<file path="src/rtl/wb_pipe_reg_pkg.sv">
// Shared constants, FSM encoding and entry layout for the MEM->WB register.
// Optional forwarding lookup is enabled with WB_PIPE_FWD_EN.
package wb_pipe_reg_pkg;

    localparam logic        RstEnable  = 1'b1;
    localparam logic        Stop       = 1'b1;
    localparam logic        NoStop     = 1'b0;
    localparam logic [4:0]  NOPRegAddr = 5'b00000;
    localparam logic [31:0] ZeroWord   = 32'h0000_0000;

    typedef enum logic [1:0] {
        EMPTY = 2'b00,
        FULL  = 2'b01,
        SKID  = 2'b10
    } wb_state_e;

    typedef struct packed {
        logic [4:0]  wd;
        logic        wreg;
        logic [31:0] wdata;
    } wb_entry_t;

endpackage

</file>
<file path="src/rtl/wb_pipe_reg_if.sv">
// MEM->WB writeback bus: input handshake, output handshake, optional
// forwarding lookup (WB_PIPE_FWD_EN).
interface wb_pipe_reg_if #(
    parameter int AW     = 5,
    parameter int DW     = 32,
    parameter int NUM_CH = 2
);
    logic                 in_valid;
    logic                 in_ready;
    logic [NUM_CH*AW-1:0] in_wd;
    logic [NUM_CH-1:0]    in_wreg;
    logic [NUM_CH*DW-1:0] in_wdata;
    logic                 out_ready;
    logic                 out_valid;
    logic [NUM_CH*AW-1:0] out_wd;
    logic [NUM_CH-1:0]    out_wreg;
    logic [NUM_CH*DW-1:0] out_wdata;
`ifdef WB_PIPE_FWD_EN
    logic [AW-1:0]        fwd_addr;
    logic                 fwd_hit;
    logic [DW-1:0]        fwd_data;
`endif

    modport master (
        output in_valid, in_wd, in_wreg, in_wdata, out_ready,
`ifdef WB_PIPE_FWD_EN
        output fwd_addr,
        input  fwd_hit, fwd_data,
`endif
        input  in_ready, out_valid, out_wd, out_wreg, out_wdata
    );

    modport slave (
        input  in_valid, in_wd, in_wreg, in_wdata, out_ready,
`ifdef WB_PIPE_FWD_EN
        input  fwd_addr,
        output fwd_hit, fwd_data,
`endif
        output in_ready, out_valid, out_wd, out_wreg, out_wdata
    );

endinterface

</file>
<file path="src/rtl/wb_entry_sanitize.sv">
// Masks writes to x0 and resolves same-address collisions within one entry;
// the higher channel keeps its write.
module wb_entry_sanitize #(
    parameter int AW     = 5,
    parameter int NUM_CH = 2
) (
    input  logic [NUM_CH-1:0][AW-1:0] wd,
    input  logic [NUM_CH-1:0]         wreg,
    output logic [NUM_CH-1:0]         wreg_o
);

    always_comb begin
        wreg_o = '0;
        for (int i = 0; i < NUM_CH; i++) begin
            wreg_o[i] = wreg[i] && (wd[i] != '0);
            for (int j = i + 1; j < NUM_CH; j++) begin
                if (wreg[j] && (wd[j] == wd[i]))
                    wreg_o[i] = 1'b0;
            end
        end
    end

endmodule

</file>
<file path="src/rtl/wb_pipe_reg.sv">
// MEM->WB pipeline register with 2-entry skid buffer, flush and stall vector.
// Define WB_PIPE_FWD_EN to add the combinational forwarding lookup.
module wb_pipe_reg
    import wb_pipe_reg_pkg::*;
#(
    parameter int AW        = 5,
    parameter int DW        = 32,
    parameter int NUM_CH    = 2,
    parameter int STALL_W   = 6,
    parameter int STAGE_IDX = 3
) (
    input  logic               clk,
    input  logic               rst,
    input  logic               rdy,
    input  logic [STALL_W-1:0] stall,
    input  logic               flush,
    wb_pipe_reg_if.slave       bus
);

    typedef struct packed {
        logic [NUM_CH-1:0][AW-1:0] wd;
        logic [NUM_CH-1:0]         wreg;
        logic [NUM_CH-1:0][DW-1:0] wdata;
    } entry_t;

    wb_state_e         state_q, state_d;
    entry_t            head_q, head_d;
    entry_t            skid_q, skid_d;
    entry_t            in_ent;
    logic              in_ready_q, in_ready_d;
    logic [NUM_CH-1:0] in_wreg_s;
    logic              acc, pop, out_vld;
    logic              unused_stall;

    assign unused_stall = ^stall;

    wb_entry_sanitize #(
        .AW     (AW),
        .NUM_CH (NUM_CH)
    ) u_sanitize (
        .wd     (bus.in_wd),
        .wreg   (bus.in_wreg),
        .wreg_o (in_wreg_s)
    );

    always_comb begin
        in_ent.wd    = bus.in_wd;
        in_ent.wreg  = in_wreg_s;
        in_ent.wdata = bus.in_wdata;
    end

    assign out_vld = (state_q != EMPTY);
    assign acc = bus.in_valid && in_ready_q && (stall[STAGE_IDX] != Stop);
    assign pop = out_vld && bus.out_ready && (stall[STAGE_IDX+1] != Stop);

    always_comb begin
        state_d = state_q;
        head_d  = head_q;
        skid_d  = skid_q;
        if (flush) begin
            state_d = EMPTY;
            head_d  = '0;
            skid_d  = '0;
        end else if (rdy) begin
            unique case (state_q)
                EMPTY: begin
                    if (acc) begin
                        state_d = FULL;
                        head_d  = in_ent;
                    end
                end
                FULL: begin
                    if (acc && pop) begin
                        head_d  = in_ent;
                    end else if (acc) begin
                        state_d = SKID;
                        skid_d  = in_ent;
                    end else if (pop) begin
                        state_d = EMPTY;
                    end
                end
                SKID: begin
                    if (pop) begin
                        state_d = FULL;
                        head_d  = skid_q;
                    end
                end
                default: state_d = EMPTY;
            endcase
        end
        in_ready_d = (state_d != SKID);
    end

    always_ff @(posedge clk) begin
        if (rst == RstEnable) begin
            state_q    <= EMPTY;
            head_q     <= '0;
            skid_q     <= '0;
            in_ready_q <= 1'b1;
        end else begin
            state_q    <= state_d;
            head_q     <= head_d;
            skid_q     <= skid_d;
            in_ready_q <= in_ready_d;
        end
    end

    // Stale head contents are masked so an empty stage reads as a NOP.
    assign bus.in_ready  = in_ready_q;
    assign bus.out_valid = out_vld;
    assign bus.out_wd    = out_vld ? head_q.wd : '0;
    assign bus.out_wreg  = out_vld ? head_q.wreg : '0;
    assign bus.out_wdata = out_vld ? head_q.wdata : '0;

`ifdef WB_PIPE_FWD_EN
    // Skid is younger than head, so it is searched last and overrides.
    always_comb begin
        bus.fwd_hit  = 1'b0;
        bus.fwd_data = '0;
        if (bus.fwd_addr != '0) begin
            if (out_vld) begin
                for (int c = 0; c < NUM_CH; c++) begin
                    if (head_q.wreg[c] && head_q.wd[c] == bus.fwd_addr) begin
                        bus.fwd_hit  = 1'b1;
                        bus.fwd_data = head_q.wdata[c];
                    end
                end
            end
            if (state_q == SKID) begin
                for (int c = 0; c < NUM_CH; c++) begin
                    if (skid_q.wreg[c] && skid_q.wd[c] == bus.fwd_addr) begin
                        bus.fwd_hit  = 1'b1;
                        bus.fwd_data = skid_q.wdata[c];
                    end
                end
            end
        end
    end
`endif

endmodule

</file>
<file path="src/flat_wrapper.sv">
// flat-port wrapper written by rule: the top's interface ports become plain ports
module wb_pipe_reg_flat import wb_pipe_reg_pkg::*;
#(
    parameter int AW        = 5,
    parameter int DW        = 32,
    parameter int NUM_CH    = 2,
    parameter int STALL_W   = 6,
    parameter int STAGE_IDX = 3
)
  (clk, rst, rdy, stall, flush, bus_in_valid, bus_in_wd, bus_in_wreg, bus_in_wdata, bus_out_ready, bus_in_ready, bus_out_valid, bus_out_wd, bus_out_wreg, bus_out_wdata);
  wb_pipe_reg_if #(.AW(AW), .DW(DW), .NUM_CH(NUM_CH)) bus_i ();
  input  logic clk;
  input  logic rst;
  input  logic rdy;
  input  logic [STALL_W-1:0] stall;
  input  logic flush;
  input wire logic [$bits(bus_i.in_valid)-1:0] bus_in_valid;
  input wire logic [$bits(bus_i.in_wd)-1:0] bus_in_wd;
  input wire logic [$bits(bus_i.in_wreg)-1:0] bus_in_wreg;
  input wire logic [$bits(bus_i.in_wdata)-1:0] bus_in_wdata;
  input wire logic [$bits(bus_i.out_ready)-1:0] bus_out_ready;
  output wire logic [$bits(bus_i.in_ready)-1:0] bus_in_ready;
  output wire logic [$bits(bus_i.out_valid)-1:0] bus_out_valid;
  output wire logic [$bits(bus_i.out_wd)-1:0] bus_out_wd;
  output wire logic [$bits(bus_i.out_wreg)-1:0] bus_out_wreg;
  output wire logic [$bits(bus_i.out_wdata)-1:0] bus_out_wdata;
  assign bus_i.in_valid = bus_in_valid;
  assign bus_i.in_wd = bus_in_wd;
  assign bus_i.in_wreg = bus_in_wreg;
  assign bus_i.in_wdata = bus_in_wdata;
  assign bus_i.out_ready = bus_out_ready;
  assign bus_in_ready = bus_i.in_ready;
  assign bus_out_valid = bus_i.out_valid;
  assign bus_out_wd = bus_i.out_wd;
  assign bus_out_wreg = bus_i.out_wreg;
  assign bus_out_wdata = bus_i.out_wdata;
  wb_pipe_reg #(.AW(AW), .DW(DW), .NUM_CH(NUM_CH), .STALL_W(STALL_W), .STAGE_IDX(STAGE_IDX)) u_core (.clk(clk), .rst(rst), .rdy(rdy), .stall(stall), .flush(flush), .bus(bus_i));
endmodule
</file>
<file path="config.mk">
export PLATFORM = sky130hd
export DESIGN_NAME = wb_pipe_reg_flat
export DESIGN_NICKNAME = d
export VERILOG_FILES = /design/src/rtl/wb_pipe_reg_pkg.sv /design/src/rtl/wb_pipe_reg_if.sv /design/src/rtl/wb_entry_sanitize.sv /design/src/rtl/wb_pipe_reg.sv /design/src/flat_wrapper.sv
export SDC_FILE = /design/constraint.sdc
export NUM_CORES = 1
export LEC_CHECK = 0
export BUFFER_PORTS_ARGS = -buffer_cell sky130_fd_sc_hd__buf_2
export CAP_MARGIN = 30
export CORE_AREA = 5 5 129 131
export DETAILED_ROUTE_END_ITERATION = 10
export DIE_AREA = 0 0 134 136
export GPL_TIMING_DRIVEN = 0
export PLACE_DENSITY_LB_ADDON = 0.12
export SYNTH_ARGS = -nofsm -noshare
export SYNTH_HDL_FRONTEND = slang
export SYNTH_SLANG_ARGS = --single-unit
</file>
<file path="constraint.sdc">
create_clock -name clk -period 1.6 [get_ports clk]
set_input_delay 0.08 -clock clk [delete_from_list [all_inputs] [get_ports clk]]
set_output_delay 0.08 -clock clk [all_outputs]
set_load 0.1 [all_outputs]
</file>
# == Yosys cells after proc, flatten, opt, wreduce, memory -nomap -nowiden ==
# Index checks and enable logic that the tools add are counted.
# op_classes
eq_ne,7
n_bitwise,3
muxes,16
n_shift,0
n_reduce_logical,16
order_cmp,0
div_mod_pow,0
addsub,0
multipliers,0
# op_table
op,count
$mux W76,3
$pmux W76 S3,1
$mux W64,1
$mux W2,8
$mux W10,1
$reduce_bool A5 Y1,2
$logic_and A1 B1 Y1,8
$ne A2 B1 Y1 const B,3
$pmux W2 S3,1
$eq A5 B5 Y1,1
$reduce_and A5 Y1,1
$reduce_and A4 Y1,1
$not A1 Y1,3
$reduce_bool A3 Y1,1
$eq A2 B1 Y1 const B,1
$eq A2 B2 Y1 const B,1
$logic_not A2 Y1,1
$ne A2 B2 Y1 const B,1
$reduce_bool A2 Y1,1
$reduce_or A2 Y1,1
$mux W1,1
# word_totals
memories,0
mem_bits_rw,0
ff_bits,155
latch_bits,0
rom_bits,0

# == Depth between registers and ports, before layout ==
# logic_depth
ltp_word,10
ltp_mapped,7
depth_no_buf,4

# == By module ==
# A second synthesis with hierarchy kept.
# unflattened
hier_cells,799
area_unflattened_um2,6830.3
# by_module_without_submodules
module,cells_per_inst,area_each_um2,seq_area_each_um2,instances
wb_pipe_reg,788,6746.5,3103.0,1
wb_entry_sanitize,11,83.8,0.0,1

# == Worst setup path before layout ==
# Ideal clock, no wire load.
# synth_path
kind,reg-to-output
startpoint,register u_core.state_q[1]
endpoint,output port bus_out_wd[0]
arrival_ns,2.431
stages_incl_launch_ff,4
setup_slack_ns,-0.911
path_buffers,1
t_required_ns,1.520
cell_sequence,dfxtp_1 or2_2 clkbuf_1 and2_1
# synth_between
elab_chain_len,2
# synth_lines
element,line_no,source
from (decl),wb_pipe_reg.sv:26,"wb_state_e state_q, state_d;"
from (signal assigned),wb_pipe_reg.sv:101,state_q <= state_d;
$reduce_bool A2 Y1,wb_pipe_reg.sv:52,assign out_vld = (state_q != EMPTY);
net bus_out_valid,flat_wrapper.sv:23,output wire logic [$bits(bus_i.out_valid)-1:0] bus_out_valid;
$mux W10,wb_pipe_reg.sv:111,assign bus.out_wd = out_vld ? head_q.wd : '0;
to (decl),flat_wrapper.sv:24,output wire logic [$bits(bus_i.out_wd)-1:0] bus_out_wd;
# The timed path passes the listed nets, and every way through them passes these cells.

# == Worst setup path after layout ==
# layout_path
startpoint,register u_core.state_q[1]
endpoint,output port bus_out_wdata[40]
# layout_between
elab_chain_len,2
# layout_lines
element,line_no,source
$reduce_bool A2 Y1,wb_pipe_reg.sv:52,
$mux W64,wb_pipe_reg.sv:113,assign bus.out_wdata = out_vld ? head_q.wdata : '0;
to (decl),flat_wrapper.sv:26,output wire logic [$bits(bus_i.out_wdata)-1:0] bus_out_wdata;
# Every way passes these cells.

==> summary.md <==
| Metric | Value |
|---|---|
| Mean Syn Cell Area | 7.96 um^2 |
| Yosys reg bits | 155 |
| Starting Density | 45.6% |
| Reg2reg start | u_core.state_q[1] |
| Worst-case clock buffer depth | 2 |
| Post-DR wirelength/cell | 19.7 um |
| Yosys top cell area share | 43.9% |
| Routed Antenna Nets | 0 |
| Drt total wl | 27500 um |
| Fin crit share | 115% |
| Worst R2R Path Depth | 6 |
| Comb power frac | 11.8% |
| Warnings from Yosys | 0 |
| Sequential power share | 41.2% |
| Crit path DAT | 1.76 ns |
| Final #Nets | 1279 |
| Syn Inst Count | 887 |
| Tightest Pin Transition | 0.801 ns |
| Crit-path max cell delay | 0.37 ns |
| Via count | 7797 |
| Die area | 18200 um^2 |
| F_max | 543 MHz |
| Post-route setup slack | -0.240 ns |
| Pwr Density | 766 nW/um^2 |
| Hold Crit Class | input pin to register |
| Setup violations, final | 208 |
| First-pass DRT Iterations | 6 |
| Final hold vios | 0 |
| CTS tree | built |
| Hold Path End | u_core.skid_q[65] |
| Fillers | 905 |
| Max Cap Viol | 0 |
| Pin count of the biggest net entering global routing | 17 |
| Required time worst endpoint | 1.52 ns |
| CP startpoint | u_core.state_q[1] |
| Reg2reg end | u_core.head_q[54] |
| Die Y | 136 um |
| Initial antenna violation count | 1 |
| Unrepaired setup endpoints after global routing | true |
| CP Class | register to output port |
| Crit-path slowest cell | dfxtp_4 |
| GRT Util Overall | 26.2% |
| Library cells used by synthesis | 31 |
| Post-Place Setup Slack | -0.688 ns |
| Net Sw Frac | 23.2% |
| Crit-path cells | or2_4, clkbuf_16, clkbuf_8, and2_4, buf_12 |
| Clock Power Share | 47.1% |
| Register area | 3110 um^2 |
| H-tree levels | 4 |
| Die width | 134 um |
| Syn Nets | 975 |
| Crit-path max FO | 8 |
| Area of the core | 15500 um^2 |
| Sw power | 0.00222 W |
| Area delta synth->final | 77.3% |
| Num CTS Buffers | 17 |
| FP Rows | 46 |
| R2r setup slk | -0.23 ns |
| Leak Pwr | 4.73 nW |
| Detailed placer's ending HPWL | 14700 um |
| Post-synth top area cell | dfxtp_1 |
| Worst-path clk slew | 0.06 ns |
| Largest cells by area after synthesis | dfxtp_1 44%, nand2_1 16%, a311oi_2 8.5% |
| Port Buf Inserts | 161 |
| First-pass GRT wire length | 37600 um |
| CTS root buffer | clkbuf_16 |
| Area occupied by multi-input gates | 4460 um^2 |
| Crit path buf inv count | 3 |
| Share of cells above drive strength 1 | 45.2% |
| Crit start category | register |
| DR DRC count | 0 |
| Sink Count | 155 |
| Worst-skew pair later-pin latency | 0.43 ns |
| Via-to-Cell Ratio | 5.59 |
| Hold path depth | 3 |
| Status | finished, violations left |
| Vias in the first global route | 7222 |
| Gpl congestion | 0.797 |
| Final Max Slew Viols | 0 |
| Worst setup EP type | output port |
| Post-Syn Area | 7060 um^2 |
| Register area share after synthesis | 43.9% |
| Internal power | 0.00737 W |
| Failing checks | setup timing |
| HP Start | bus_in_wreg[1] |
| Ports | 166 |
| Clk_skew | 0.00685 ns |
| Drt initial violations | 684 |
| CP delay by family, top | buffers and inverters |
| Setup TNS | -29.51 ns |
| Grt ovf | 0 |
| Max rail drop VDD | 868 uV |
| Slew HR | 46.6% |
| Minimum clock period | 1.84 ns |
## timing repair
item,in CTS,in global routing
pin swaps,60,58
hold buffers,77,0
cloned,5,18
setup buffers,14,16
endpoints found under the setup margin,231,226
gates resized for setup,365,273
hold endpoints to repair,149,0
## worst max path at each step
stage | slack (ns) | end | depth (start not counted)
6_report | -0.24 | bus_out_wdata[40] | 5
5_1_grt | -0.28 | u_core.head_q[54] | 6
4_1_cts | -0.23 | bus_out_wreg[0] | 5
3_5_place_dp | -0.69 | bus_out_wdata[43] | 5
3_3_place_gp | -0.70 | bus_out_wdata[34] | 5
2_1_floorplan | -0.26 | u_core.head_q[32] | 7
## cell usage after synthesis (all sizes together)
| library cell | instances |
|---|---|
| a211oi | 2 |
| a21oi | 80 |
| a311oi | 76 |
| and2 | 76 |
| and2b | 1 |
| buf | 29 |
| clkbuf | 55 |
| dfxtp | 155 |
| inv | 3 |
| nand2 | 303 |
| nand2b | 1 |
| nand3b | 2 |
| nand4 | 2 |
| nand4bb | 1 |
| nor2 | 2 |
| nor2b | 1 |
| nor3 | 77 |
| nor4 | 1 |
| nor4b | 1 |
| o211a | 1 |
| o211ai | 4 |
| o21ai | 3 |
| or2 | 3 |
| or3 | 1 |
| or4 | 1 |
| xnor2 | 6 |
## final cells by class
cell class,count,share of cell area (%)
clock inverters,6,1.04
clock buffers,24,4.18
inverters,3,0.0899
repair buffers,291,25.9
plain buffers,78,6.38
well taps,192,1.92
diodes,1,0.0200
multi-input cells,645,35.6
flip-flops and latches,155,24.9
## state kept, by name (all words and copies together), names as in the netlist
signal / count
u_core.bus.in_ready: 1
u_core.head_q: 76
u_core.skid_q: 76
u_core.state_q: 2
## tightest hold or removal path: stages
cell	delay, ns
buf_2	0.13
o211ai_1	0.10
a21oi_1	0.07
## power groups by stage
stage	combinational [W]	sequential, W	clock, W
5_1_grt	0.00120	0.00395	0.00465
2_1_floorplan	0.000409	0.00402	0
3_3_place_gp	0.000668	0.00402	0
3_5_place_dp	0.000671	0.00403	0
6_report	0.00113	0.00395	0.00451
4_1_cts	0.000932	0.00394	0.00448
## cells by family (layout without fill, tap and decap cells)
group	Yosys count	count (layout)	synth area share (%)
flip-flops	155	155	43.9
XOR/XNOR	6	6	0.744
buffers and inverters	87	402	5.32
AO/OA/AOI/OAI	166	166	19.7
AND/OR/NAND/NOR	473	473	30.3
other	0	1	0
## metrics by stage
step | utilization (%) | instance area (um^2) | cells | hold WS [ns] | total power [W]
floorplan | - | 7200 | 887 | 0.188 | 0.00443
global placement | 53.3 | 8250 | 1240 | 0.335 | 0.00469
detailed placement | 53.3 | 8250 | 1240 | 0.335 | 0.00470
CTS | 71.4 | 11100 | 1364 | 0.00544 | 0.00935
global route | 80.9 | 12500 | 1394 | 0.0305 | 0.00980
finish | 80.9 | 12500 | 1395 | 0.0142 | 0.00959
## cell usage in the layout (no fill, tap or decap), types with 18 or more instances in the layout
| cell | Yosys | final |
|---|---|---|
| nor3_1 | 76 | 55 |
| nand2_4 | 0 | 37 |
| buf_6 | 0 | 50 |
| a311oi_1 | 36 | 24 |
| and2_2 | 0 | 40 |
| buf_4 | 5 | 19 |
| dlygate4sd3_1 | 0 | 77 |
| buf_2 | 24 | 86 |
| buf_12 | 0 | 52 |
| clkbuf_16 | 0 | 40 |
| a311oi_2 | 40 | 52 |
| a21oi_2 | 0 | 39 |
| clkbuf_1 | 55 | 18 |
| a21oi_1 | 80 | 41 |
| nand2_1 | 303 | 263 |
| dfxtp_1 | 155 | 152 |
| and2_4 | 0 | 36 |
## routing by layer
layer / vias to the layer above / track usage, % / routed length, um
met4: 2 / 7.83 / 741
met1: 3732 / 33.5 / 11200
li1: 3658 / - / -
met2: 338 / 45.2 / 13800
met3: 67 / 4.85 / 1780
met5: - / 0 / 7
No activity file was read; power rests on OpenSTA's default activity.
